### config.mk
export PLATFORM = sky130hd
export DESIGN_NAME = cpu_run_trace_ctrl
export DESIGN_NICKNAME = d
export VERILOG_FILES = /design/src/rtl/cpu_trace_pkg.sv /design/src/rtl/trace_ring_buffer.sv /design/src/rtl/cpu_run_trace_ctrl.sv
export SDC_FILE = /design/constraint.sdc
export NUM_CORES = 1
export LEC_CHECK = 0
export ABC_AREA = 1
export ABC_CLOCK_PERIOD_IN_PS = 4220
export BUFFER_PORTS_ARGS = -buffer_cell sky130_fd_sc_hd__buf_2
export CAP_MARGIN = 20
export CORE_UTILIZATION = 50
export CTS_BUF_LIST = sky130_fd_sc_hd__clkbuf_4 sky130_fd_sc_hd__clkbuf_8 sky130_fd_sc_hd__clkbuf_16
export CTS_CLUSTER_SIZE = 28
export DETAILED_ROUTE_END_ITERATION = 12
export GPL_TIMING_DRIVEN = 1
export MAX_ROUTING_LAYER = met4
export PLACE_DENSITY = 0.71
export SYNTH_ARGS = -nofsm -noshare
export SYNTH_HDL_FRONTEND = slang
export SYNTH_SLANG_ARGS = --single-unit
### constraint.sdc
create_clock -name clk -period 4.22 [get_ports clk]
set_input_delay 0.422 -clock clk [delete_from_list [all_inputs] [get_ports clk]]
set_output_delay 0.422 -clock clk [all_outputs]
set_load 0.1 [all_outputs]
### src/rtl/cpu_trace_pkg.sv
// cpu_trace_pkg: shared state encoding, stop causes and ring read-pointer helper
package cpu_trace_pkg;

    typedef enum logic [1:0] {
        ST_IDLE = 2'd0,
        ST_RUN  = 2'd1,
        ST_HALT = 2'd2
    } state_t;

    localparam logic [1:0] CAUSE_NONE  = 2'd0;
    localparam logic [1:0] CAUSE_LIMIT = 2'd1;
    localparam logic [1:0] CAUSE_BP    = 2'd2;
    localparam logic [1:0] CAUSE_STEP  = 2'd3;

    // depth is a power of two, so unsigned wrap of wr - cnt stays correct modulo depth
    function automatic int unsigned rd_offset(input int unsigned wr, input int unsigned cnt,
                                              input int unsigned idx, input int unsigned depth);
        return (wr - cnt + idx) % depth;
    endfunction

endpackage

### src/rtl/trace_ring_buffer.sv
// trace_ring_buffer: DEPTH-entry overwrite-oldest ring with combinational read, index 0 = oldest
module trace_ring_buffer import cpu_trace_pkg::*; #(
    parameter int DEPTH = 16,
    parameter int W     = 64
) (
    input  logic                       clk,
    input  logic                       reset,
    input  logic                       clr,
    input  logic                       we,
    input  logic [W-1:0]               wdata,
    input  logic [$clog2(DEPTH)-1:0]   rd_idx,
    output logic [W-1:0]               rdata,
    output logic [$clog2(DEPTH):0]     count
);
    localparam int AW = $clog2(DEPTH);

    logic [W-1:0]  mem [DEPTH];
    logic [AW-1:0] wr_ptr;
    logic [AW-1:0] rd_ptr;

    always_ff @(posedge clk) begin
        if (we)
            mem[wr_ptr] <= wdata;
    end

    always_ff @(posedge clk) begin
        if (!reset || clr) begin
            wr_ptr <= '0;
            count  <= '0;
        end else if (we) begin
            wr_ptr <= wr_ptr + AW'(1);
            count  <= (count == (AW+1)'(DEPTH)) ? count : count + (AW+1)'(1);
        end
    end

    always_comb begin
        rd_ptr = AW'(rd_offset(32'(wr_ptr), 32'(count), 32'(rd_idx), DEPTH));
        rdata  = mem[rd_ptr];
    end

endmodule

### src/rtl/cpu_run_trace_ctrl.sv
// cpu_run_trace_ctrl: cycle-limited run control with PC breakpoints and trace; CPU_TRACE_STEP_EN adds single-step
module cpu_run_trace_ctrl import cpu_trace_pkg::*; #(
    parameter int PC_W    = 32,
    parameter int INSTR_W = 32,
    parameter int DEPTH   = 16,
    parameter int CYCLE_W = 16,
    parameter int NUM_BP  = 2
) (
    input  logic                                       clk,
    input  logic                                       reset,
    input  logic                                       start,
`ifdef CPU_TRACE_STEP_EN
    input  logic                                       step,
`endif
    input  logic [CYCLE_W-1:0]                         max_cycles,
    input  logic [NUM_BP*PC_W-1:0]                     bp_addr,
    input  logic [NUM_BP-1:0]                          bp_en,
    input  logic [PC_W-1:0]                            cpu_pc,
    input  logic [INSTR_W-1:0]                         cpu_instr,
    output logic                                       cpu_run,
    output logic                                       busy,
    output logic                                       done,
    output logic [1:0]                                 stop_cause,
    output logic [((NUM_BP > 1) ? $clog2(NUM_BP) : 1)-1:0] bp_hit_idx,
    output logic [CYCLE_W-1:0]                         cycle_count,
    output logic [$clog2(DEPTH):0]                     trace_count,
    input  logic [$clog2(DEPTH)-1:0]                   rd_idx,
    output logic [PC_W-1:0]                            rd_pc,
    output logic [INSTR_W-1:0]                         rd_instr
);
    localparam int BW = (NUM_BP > 1) ? $clog2(NUM_BP) : 1;

    state_t             state, state_n;
    logic [CYCLE_W-1:0] max_lat;
    logic [PC_W-1:0]    halt_pc;
    logic               skip;
    logic               accept, step_go, bp_match, limit_hit;
    logic [BW-1:0]      bp_idx;

`ifdef CPU_TRACE_STEP_EN
    assign step_go = step && !start && state != ST_RUN;
`else
    assign step_go = 1'b0;
`endif

    always_ff @(posedge clk) begin
        if (!reset)
            state <= ST_IDLE;
        else
            state <= state_n;
    end

    // the breakpoint that caused the last halt is masked for one cycle so a restart makes progress
    always_comb begin
        bp_match = 1'b0;
        bp_idx   = '0;
        for (int k = NUM_BP - 1; k >= 0; k--) begin
            if (bp_en[k] && cpu_pc == bp_addr[k*PC_W +: PC_W] &&
                !(skip && bp_addr[k*PC_W +: PC_W] == halt_pc)) begin
                bp_match = 1'b1;
                bp_idx   = BW'(k);
            end
        end
        bp_match  = bp_match && state == ST_RUN;
        accept    = start && state != ST_RUN;
        cpu_run   = (state == ST_RUN && !bp_match) || step_go;
        limit_hit = state == ST_RUN && cpu_run && cycle_count + CYCLE_W'(1) == max_lat;
        busy      = state == ST_RUN;
        done      = state == ST_HALT;
        state_n   = accept ? ((max_cycles == '0) ? ST_HALT : ST_RUN) :
                    (step_go || bp_match || limit_hit) ? ST_HALT : state;
    end

    always_ff @(posedge clk) begin
        if (!reset) begin
            max_lat     <= '0;
            cycle_count <= '0;
            stop_cause  <= CAUSE_NONE;
            bp_hit_idx  <= '0;
            halt_pc     <= '0;
            skip        <= 1'b0;
        end else if (accept) begin
            max_lat     <= max_cycles;
            cycle_count <= '0;
            stop_cause  <= (max_cycles == '0) ? CAUSE_LIMIT : CAUSE_NONE;
            bp_hit_idx  <= '0;
            skip        <= state == ST_HALT && stop_cause == CAUSE_BP;
        end else begin
            skip <= 1'b0;
            if (cpu_run)
                cycle_count <= cycle_count + CYCLE_W'(1);
            if (step_go) begin
                stop_cause <= CAUSE_STEP;
            end else if (bp_match) begin
                stop_cause <= CAUSE_BP;
                bp_hit_idx <= bp_idx;
                halt_pc    <= cpu_pc;
            end else if (limit_hit) begin
                stop_cause <= CAUSE_LIMIT;
            end
        end
    end

    trace_ring_buffer #(
        .DEPTH (DEPTH),
        .W     (PC_W + INSTR_W)
    ) u_ring (
        .clk    (clk),
        .reset  (reset),
        .clr    (accept),
        .we     (cpu_run),
        .wdata  ({cpu_pc, cpu_instr}),
        .rd_idx (rd_idx),
        .rdata  ({rd_pc, rd_instr}),
        .count  (trace_count)
    );

endmodule

==> results.ini <==
[synth]
synthesis.area_um2 = 46540
synthFlopType = edfxtp_1
syn_inst = 3816
synthDistinctLibCells = 39
synth_common_cells = 1024 x edfxtp_1, 489 x nand2_1, 444 x o21ai_0
syn-num-nets = 3983
synth_top_area_cell = edfxtp_1
syn_area_per_cell_um2 = 12.20
synthArstFlopShare_pct = 0
post-synth-top-count-cell = edfxtp_1
synth_area_leaders = edfxtp_1 66%, mux2i_1 5.5%, o21ai_0 4.8%
netlist.area_leader.share_pct = 66.07
synth-edff-count = 1024
yosysSeqAreaShare_pct = 69.47
synth-seq-cells = 1103
yosysWarnings = 0

[setup_path]
crit_chain = inv_6 > ha_4 > inv_4 > ha_4 > fa_4 > buf_12 > inv_16 > buf_16 > o211ai_1 > a21oi_2 > a31oi_4 > buf_12
cp-end-kind = output port
cp_slowest_cell = fa_4
arrival_ps = 3830
cpPeakStageDelay_ps = 890
cp.required_ps = 3800
crit_buf_inv = 6
start_kind = flip-flop
crit_type = flip-flop to output port
crit_fanout = 56
path_delay_family = adder cells

[clocking]
clk_pin_slew_ps = 60
clkSinkCount = 1103
cts_buffers = 110
cts_tree = done
clk_path_buf_depth = 3
worstSkewPairLatency_ps = 700
clockRootBuffer = clkbuf_16
htreeDepth = 3

[power]
power.density_nw_per_um2 = 573.6
irDropWorstVdd_v = 0.0004840
p_seq_share_pct = 36.8
switching_share_pct = 34.11
comb_power_share_pct = 32.6
p_sw_mw = 11.16
p_int_mw = 21.55
leakage_nw = 20.92
p_clk_share_pct = 30.6

[global_route]
antenna_found_initial = 5
grt_overflow = 0
grt_start_max_net_pins = 101
track_usage_pct = 26.86
grt_first_pass_wirelength_mm = 183.9
grt_pass1_vias = 29790

[routing]
avgViaCountPerCell = 5.676
num_vias = 30960
drcViolationCount = 0
drtPass1Iterations = 5
wirelength_mm = 125.7
drtIter0Drc = 2853
wl_per_cell_um = 23.04
ant_nets = 0

[status]
violations = negative setup slack
status = finished with violations

[floorplanning]
core-area_um2 = 91940
start_util_pct = 50.62
dieArea_um2 = 94310
die_x_um = 307.1
ios = 244
die_h_um = 307.1
row_count = 111

[layout]
fillers = 6864
layout-drive-gt1-share_pct = 18.91
final_nets = 4275
layoutNonFillerInstCount = 5455
syn2layout_area_growth_pct = 22.53
final_core_utilization_pct = 62.03

[place]
numPortBuffers = 243
gp_congestion = 0.9588
dp_hpwl_mm = 65.83
dp_cells = 5189

[run]
cap_violations = 0

[timing]
slew_viol_final = 0
hold_violations = 0
skew_ps = 34.42
fmax_mhz = 234.9
worst_pin_slew_ps = 870.4
slew_headroom_pct = 41.91
fin_ws_ps = -36.79
period_share_pct = 100.9
min_period_ps = 4257
setup_viol = 8
rsz0062_at_grt = yes

[worst_hold_path]
holdCritPathClass = input pin to flip-flop

-- flip-flops by register name, summed over array words and instances, names as in the netlist --
signal	cells
cycle_count	16
u_ring.count	5
u_ring.wr_ptr	4
u_ring.mem	1024
state	2
max_lat	16
stop_cause	2
halt_pc	32
skip	1
bp_hit_idx	1
-- routing by layer --
metal	share of wire, %	vias to the layer above	wire length (um)	track usage, %
met3	6.7	211	8466	3.742
met4	2.3	0	2944	7.428
met5	0	-	0	-
met2	49	1205	61830	43.94
li1	-	14260	-	-
met1	42	15280	52460	35.29
-- logic make-up after synthesis --
group           synth area share (%)
fa+ha+maj                     0.4248
xor+xnor                      0.8657
flops                          69.47
compound gates                 12.13
buf+inv                        5.474
simple gates                   6.130
mux                            5.506
-- through the flow --
step / worst slack, ps / hold slack [ps] / cell area (um^2) / setup TNS (ps) / power [mW]
2_1_floorplan: -710.1 / 447.3 / 47510 / -363850 / 18.54
3_3_place_gp: 395.5 / 458.3 / 51840 / 0 / 21.85
3_5_place_dp: 365.4 / 453.6 / 51840 / 0 / 21.93
4_1_cts: -80.48 / 5.995 / 56530 / -888.0 / 32.50
5_1_grt: -116.0 / 16.84 / 57020 / -2791 / 33.72
6_report: -36.79 / 27.81 / 57030 / -161.9 / 32.71
-- worst register-to-register path, delay by kind of cell, from the launching register on --
| family | cells | cell delay (ps) |
|---|---|---|
| buffers and inverters | 2 | 410 |
| flip-flops | 1 | 370 |
| AND/OR/NAND/NOR | 11 | 2150 |
-- final timing paths --
path	startpoint	end	slack, ps	cells after the start
max	u_ring.wr_ptr[0]	rd_instr[7]	-40	12
min	max_cycles[1]	max_lat[1]	30	3
max reg2reg	halt_pc[8]	u_ring.mem[13][24]	930	13
min reg2reg	bp_hit_idx	bp_hit_idx	460	2
-- power groups by stage --
stage	Sequential (mW)	Combinational, mW	Clock (mW)
final	12.1	10.7	10.0
after global routing	12.1	11.1	10.5
after CTS	12.1	10.3	10.1
after detailed placement	12.3	9.65	0
after global placement	12.3	9.56	0
after floorplan	12.4	6.19	0
-- layout by cell type (no fill, tap or decap), drive strengths merged, types with 11 or more instances in the layout --
cell type | netlist | final
nand3 | 59 | 59
clkbuf | 133 | 145
edfxtp | 1024 | 1024
nand4 | 19 | 19
ha | 11 | 11
nor2 | 120 | 120
a21oi | 373 | 373
buf | 69 | 367
dfxtp | 79 | 79
xor2 | 13 | 13
inv | 449 | 453
xnor2 | 33 | 33
nand2 | 494 | 494
clkinv | 3 | 55
o211ai | 132 | 132
a31oi | 64 | 64
o21ai | 453 | 453
bufinv | 0 | 12
mux2i | 256 | 256
-- cell type report --
class	count	area (um^2)	area share (%)
Antenna cell	7	17.52	0.03072
Sequential cell	1103	32340	56.71
Timing Repair Buffer	382	4424	7.758
Tap cell	1243	1555	2.727
Clock inverter	72	747.0	1.310
Clock buffer	137	3015	5.288
Inverter	452	1730	3.034
Multi-Input combinational cell	2059	13200	23.14
-- repair_timing --
item | 4_1_cts | 5_1_grt
hold endpoints to repair | 7 | 0
gates resized for setup | 137 | 157
pin swaps | 31 | 68
cloned | 11 | 9
buffers inserted | 18 | 6
hold buffers | 7 | 0
setup endpoints to repair | 64 | 64
No activity file was read; power rests on OpenSTA's default activity.
